--- src/rtl/mux_chan_scanner_pkg.sv ---
// Shared types and constants for the 4:1 mux channel scanner.
package mux_scan_pkg;

    localparam int NUM_CH = 4;
    localparam int CH_W   = 2;

    typedef enum logic [1:0] {
        IDLE = 2'd0,
        SCAN = 2'd1,
        WAIT = 2'd2
    } scan_state_e;

endpackage

--- src/rtl/mux_chan_scanner_if.sv ---
// Frame valid/ready bus between the scanner and its downstream consumer.
// frame_parity exists only when SCAN_PARITY_EN is defined.
interface mux_chan_scanner_if;
    import mux_scan_pkg::*;

    logic [NUM_CH-1:0] frame_data;
    logic              frame_valid;
    logic              frame_ready;
`ifdef SCAN_PARITY_EN
    logic              frame_parity;
`endif

    modport master (
`ifdef SCAN_PARITY_EN
        output frame_parity,
`endif
        output frame_data,
        output frame_valid,
        input  frame_ready
    );

    modport slave (
`ifdef SCAN_PARITY_EN
        input  frame_parity,
`endif
        input  frame_data,
        input  frame_valid,
        output frame_ready
    );

endinterface

--- src/rtl/mux_chan_scanner_outreg.sv ---
// Output holding register: keeps a finished frame stable until accepted.
// Optional parity bit under SCAN_PARITY_EN.
module mux_scan_outreg
    import mux_scan_pkg::*;
(
    input  logic              clk,
    input  logic              rst_n,
    input  logic              load_i,
    input  logic [NUM_CH-1:0] data_i,
    output logic              free_o,
    mux_chan_scanner_if.master out_if
);

    logic              valid_q;
    logic [NUM_CH-1:0] data_q;

    // A load always wins; a transfer that coincides with a load keeps valid high.
    always_ff @(posedge clk or negedge rst_n) begin
        if (!rst_n) begin
            valid_q <= 1'b0;
            data_q  <= '0;
        end else if (load_i) begin
            valid_q <= 1'b1;
            data_q  <= data_i;
        end else if (out_if.frame_ready) begin
            valid_q <= 1'b0;
        end
    end

`ifdef SCAN_PARITY_EN
    logic parity_q;

    always_ff @(posedge clk or negedge rst_n) begin
        if (!rst_n) begin
            parity_q <= 1'b0;
        end else if (load_i) begin
            parity_q <= ^data_i;
        end
    end

    assign out_if.frame_parity = parity_q;
`endif

    assign free_o             = ~valid_q | out_if.frame_ready;
    assign out_if.frame_data  = data_q;
    assign out_if.frame_valid = valid_q;

endmodule

--- src/rtl/mux_chan_scanner.sv ---
// Sequencer for a 4:1 mux: steps s0/s1 through all channels, samples x after
// a settle window and emits 4-bit frames. SCAN_PARITY_EN adds frame_parity.
module mux_chan_scanner
    import mux_scan_pkg::*;
#(
    parameter int SETTLE_CYCLES = 2,
    parameter int CNT_W         = 4
) (
    input  logic clk,
    input  logic rst_n,
    input  logic start,
    input  logic continuous,
    input  logic x,
    output logic s0,
    output logic s1,
    output logic busy,
    mux_chan_scanner_if.master frame_if
);

    if (SETTLE_CYCLES < 1) begin : g_bad_settle
        $error("SETTLE_CYCLES must be >= 1");
    end
    if ((1 << CNT_W) < SETTLE_CYCLES) begin : g_bad_cnt_w
        $error("CNT_W too narrow for SETTLE_CYCLES");
    end

    localparam logic [CNT_W-1:0] CNT_LAST = CNT_W'(SETTLE_CYCLES - 1);
    localparam logic [CH_W-1:0]  CH_LAST  = CH_W'(NUM_CH - 1);

    scan_state_e       state_q;
    logic [CH_W-1:0]   ch_q;
    logic [CNT_W-1:0]  cnt_q;
    logic [NUM_CH-1:0] asm_q;
    logic [NUM_CH-1:0] asm_d;
    logic [NUM_CH-1:0] frame_d;
    logic              busy_q;
    logic              win_end;
    logic              out_free;
    logic              load;

    // On a SCAN completion the last channel's sample is merged in combinationally
    // so the frame can be loaded on the same edge that captures it.
    always_comb begin
        win_end     = (cnt_q == CNT_LAST);
        asm_d       = asm_q;
        asm_d[ch_q] = x;
        frame_d     = (state_q == WAIT) ? asm_q : asm_d;
        load        = out_free &
                      (((state_q == SCAN) & win_end & (ch_q == CH_LAST)) |
                       (state_q == WAIT));
    end

    always_ff @(posedge clk or negedge rst_n) begin
        if (!rst_n) begin
            state_q <= IDLE;
            ch_q    <= '0;
            cnt_q   <= '0;
            asm_q   <= '0;
            busy_q  <= 1'b0;
        end else begin
            case (state_q)
                IDLE: begin
                    if (start) begin
                        state_q <= SCAN;
                        ch_q    <= '0;
                        cnt_q   <= '0;
                        busy_q  <= 1'b1;
                    end
                end
                SCAN: begin
                    if (!win_end) begin
                        cnt_q <= cnt_q + 1'b1;
                    end else begin
                        cnt_q <= '0;
                        asm_q <= asm_d;
                        if (ch_q != CH_LAST) begin
                            ch_q <= ch_q + 1'b1;
                        end else if (out_free) begin
                            ch_q <= '0;
                            if (!continuous) begin
                                state_q <= IDLE;
                                busy_q  <= 1'b0;
                            end
                        end else begin
                            state_q <= WAIT;
                        end
                    end
                end
                WAIT: begin
                    if (out_free) begin
                        ch_q <= '0;
                        if (continuous) begin
                            state_q <= SCAN;
                        end else begin
                            state_q <= IDLE;
                            busy_q  <= 1'b0;
                        end
                    end
                end
                default: begin
                    state_q <= IDLE;
                    busy_q  <= 1'b0;
                end
            endcase
        end
    end

    mux_scan_outreg u_outreg (
        .clk    (clk),
        .rst_n  (rst_n),
        .load_i (load),
        .data_i (frame_d),
        .free_o (out_free),
        .out_if (frame_if)
    );

    assign s0   = ch_q[1];
    assign s1   = ch_q[0];
    assign busy = busy_q;

endmodule

--- src/flat_wrapper.sv ---
// flat-port wrapper written by rule: the top's interface ports become plain ports
module mux_chan_scanner_flat import mux_scan_pkg::*;
#(
    parameter int SETTLE_CYCLES = 2,
    parameter int CNT_W         = 4
)
  (clk, rst_n, start, continuous, x, s0, s1, busy, frame_if_frame_data, frame_if_frame_valid, frame_if_frame_ready);
  mux_chan_scanner_if frame_if_i ();
  input  logic clk;
  input  logic rst_n;
  input  logic start;
  input  logic continuous;
  input  logic x;
  output logic s0;
  output logic s1;
  output logic busy;
  output wire logic [$bits(frame_if_i.frame_data)-1:0] frame_if_frame_data;
  output wire logic [$bits(frame_if_i.frame_valid)-1:0] frame_if_frame_valid;
  input wire logic [$bits(frame_if_i.frame_ready)-1:0] frame_if_frame_ready;
  assign frame_if_frame_data = frame_if_i.frame_data;
  assign frame_if_frame_valid = frame_if_i.frame_valid;
  assign frame_if_i.frame_ready = frame_if_frame_ready;
  mux_chan_scanner #(.SETTLE_CYCLES(SETTLE_CYCLES), .CNT_W(CNT_W)) u_core (.clk(clk), .rst_n(rst_n), .start(start), .continuous(continuous), .x(x), .s0(s0), .s1(s1), .busy(busy), .frame_if(frame_if_i));
endmodule
--- config.mk ---
export PLATFORM = sky130hd
export DESIGN_NAME = mux_chan_scanner_flat
export DESIGN_NICKNAME = d
export VERILOG_FILES = /design/src/rtl/mux_chan_scanner_pkg.sv /design/src/rtl/mux_chan_scanner_if.sv /design/src/rtl/mux_chan_scanner_outreg.sv /design/src/rtl/mux_chan_scanner.sv /design/src/flat_wrapper.sv
export SDC_FILE = /design/constraint.sdc
export NUM_CORES = 1
export LEC_CHECK = 0
export ABC_CLOCK_PERIOD_IN_PS = 2000
export CAP_MARGIN = 20
export CORE_MARGIN = 1.5
export CORE_UTILIZATION = 60
export DETAILED_ROUTE_END_ITERATION = 10
export DONT_BUFFER_PORTS = 1
export PLACE_DENSITY = 0.76
export RECOVER_POWER = 50
export SYNTH_ARGS = -nofsm -noshare
export SYNTH_HDL_FRONTEND = slang
export SYNTH_SLANG_ARGS = --single-unit
--- constraint.sdc ---
create_clock -name clk -period 2 [get_ports clk]
set_input_delay 0.4 -clock clk [delete_from_list [all_inputs] [get_ports clk]]
set_output_delay 0.4 -clock clk [all_outputs]
set_load 0.01 [all_outputs]
==> metrics.txt <==
Pint=0.925 mW; Buffers on Ports=0; drt total wl=1830 um; reg2reg setup slack=150 ps; type of the worst setup path=flip-flop to flip-flop; CTS tree=yes; asr flop ratio synth=1.00; largest buffer count on any clock path=2; power share of the clock group=0.118; worst min path class=input pin to flip-flop; status=finished, final reports clean; leak pwr=0.519 nW; Power, Total=1.51 mW; FMAX=541 MHz; via count=728; worst skew pair latency=290 ps; CTS Buf Count=3; clk_skew=3.82 ps; DRC=0; DR vias/cell=5.64; Synth Instances=100; CTS H-tree depth=1; Finished Layout Cells=129; DP HPWL=1350 um; die extent in x=45.5 um; Fillers=129; max_cap viols=0; final hold viol count=0; Pwr Density=1310 nW/um2; Synth top area share=0.416; Area growth syn-to-layout=6.24%; gpl congestion=0.820; core area=1710 um2; antenna-violating nets left=0; setup_tns=0 ps; crit path time final=1850 ps; Distinct cells, synth=26; ys flop type=dfrtp_1; Worst setup SP type=flip-flop; Pins Over Slew Limit=0; required time of the worst setup path=2190 ps; # IOs=14; Sw Share=0.387; # rows=15; R2R depth=6; count leader, synth=dfrtp_1; Final nets=122; DP Cell Count=125; post-synthesis sequential area ratio=0.416; global-route wire length before repair=3000 um; share of cells above drive strength 1=0.212; Logic pwr share=0.452; post-route cell area=1150 um2; largest stage delay on the critical path=420 ps; initial antenna violation count=0; Ys Warns=0; unrepaired setup endpoints after global routing=no; reg-to-reg endpoint=u_core.u_outreg.out_if.frame_data[2]; Hold Path End=u_core.asm_q[2]; CTS root buf=clkbuf_4; DIE HEIGHT=45.5 um; ant diodes=0; Clock Pin Slew Worst Setup and Hold Paths=100 ps; Slowest-stage cell, CP=dfrtp_1; Overflow after GRT=0; GRT Overall Usage=0.209; fin util=0.673; Worst Setup End Kind=flip-flop; CTS resizes=0; die area=2070 um2; Max IR drop VDD=0.000715 V; min-delay src=x; Worst-Margin Slew=823 ps; Seq pwr share=0.430; Hold Path Stages=1; worst-path maximum fanout=7; # clock sinks=18; relative slew slack=0.450; endpoint arrival time on the critical path=2040 ps; most area-hungry cell type in the Yosys netlist=dfrtp_1; setup violators final=0; RR Startpoint=u_core.cnt_q[1]; pin count of the biggest net entering global routing=19; #FFs+latches synth=18; initial core utilization=0.634; top post-synthesis cells by area=dfrtp_1, mux2_2, ha_1; CP top delay family=simple AND/OR/NAND/NOR gates; Syn Area/Cell=10.8 um2; Psw=0.583 mW; fin crit share=0.925; worst-path cell chain=inv_1 > ha_1 > nor3b_4 > a31oi_1 > nor2_2 > mux2_2; postcts setup bufs=0; Post-Synthesis Cell Area=1080 um2; Post-synth EDFFs=0; Initial DRC Count=16; placed cell areas=1120 um2; vias in the first global route=679; first drt pass iteration count=4; Synth top cells by count=dfrtp_1, mux2_2, ha_1, inv_1, nand3_1; WP buf/inv=1; routed len/inst=14.2 um; Post-Synthesis Net Count=116
-- per-layer routing --
metal	vias to the layer above	global-route usage	routed length, um
met5	-	0	0
met1	344	0.267	852
li1	363	-	-
met4	0	0.141	53
met3	5	0.0516	96
met2	16	0.310	830
-- logic make-up (layout without fill, tap and decap cells) --
group                      Yosys count  count (layout)  synth area share
DFF                                 18              18             0.416
adders and majority gates           10              10             0.116
buffers and inverters                9              13            0.0312
and+or+nand+nor                     35              35             0.195
muxes                               17              17             0.175
AOI/OAI and AO/OA                   11              11            0.0671
-- cell type report --
| cell class | count | area, um2 | share of cell area |
|---|---|---|---|
| multi-input combinational | 73 | 598 | 0.520 |
| inverter | 8 | 30.0 | 0.0261 |
| clock buffer | 3 | 22.5 | 0.0196 |
| timing repair buffer | 2 | 17.5 | 0.0152 |
| tap | 25 | 31.3 | 0.0272 |
| sequential | 18 | 450 | 0.392 |
-- cells in the final DEF (no fill, tap or decap), types with 2 or more instances in the layout --
master,count
a21oi_1,2
a31oi_1,2
clkbuf_4,3
dfrtp_1,18
ha_1,10
inv_1,8
mux2_1,2
mux2_2,13
mux2i_1,2
nand2_1,5
nand2b_1,6
nand3_1,7
nand3b_1,3
nor2_1,4
nor2b_1,2
nor3_1,3
o21ai_0,2
o22ai_1,2
-- worst max path at each step --
stage | start | end | cells past startpoint
floorplan | u_core.state_q[1] | u_core.u_outreg.out_if.frame_data[1] | 6
global placement | u_core.cnt_q[1] | u_core.u_outreg.out_if.frame_data[1] | 6
detailed placement | u_core.cnt_q[1] | u_core.u_outreg.out_if.frame_data[1] | 6
CTS | u_core.cnt_q[1] | u_core.u_outreg.out_if.frame_data[1] | 6
global route | u_core.cnt_q[1] | u_core.u_outreg.out_if.frame_data[1] | 6
finish | u_core.cnt_q[1] | u_core.u_outreg.out_if.frame_data[2] | 6
-- state kept, by name, indices dropped and copies added (netlist names) --
signal,flops
u_core.asm_q,4
u_core.busy,1
u_core.ch_q,2
u_core.cnt_q,4
u_core.state_q,2
u_core.u_outreg.out_if.frame_data,4
u_core.u_outreg.out_if.frame_valid,1
-- metrics by stage --
step	hold WS (ps)	setup slack (ps)
3_3_place_gp	105	243
6_report	247	150
2_1_floorplan	104	303
5_1_grt	236	18.1
4_1_cts	235	152
3_5_place_dp	105	173
-- worst reg2reg max path, delay by kind of cell (launching register included) --
family	cells	cell delay, ps
AOI/OAI and AO/OA	1	180
adders and majority gates	1	160
buffers and inverters	1	70
muxes	1	360
and+or+nand+nor	2	570
DFF	1	420
-- timing repair --
action,in CTS,in global routing
setup endpoints to repair,0,0
hold buffers,1,0
hold endpoints to repair,18,0
-- power groups by stage --
stage | Sequential, mW | Clock, mW | Combinational (mW)
after floorplan | 0.629 | 0 | 0.553
after global placement | 0.654 | 0 | 0.653
after detailed placement | 0.658 | 0 | 0.669
after CTS | 0.649 | 0.191 | 0.684
after global routing | 0.671 | 0.197 | 0.752
final | 0.648 | 0.178 | 0.681
Power figures use the tool's default switching activity.
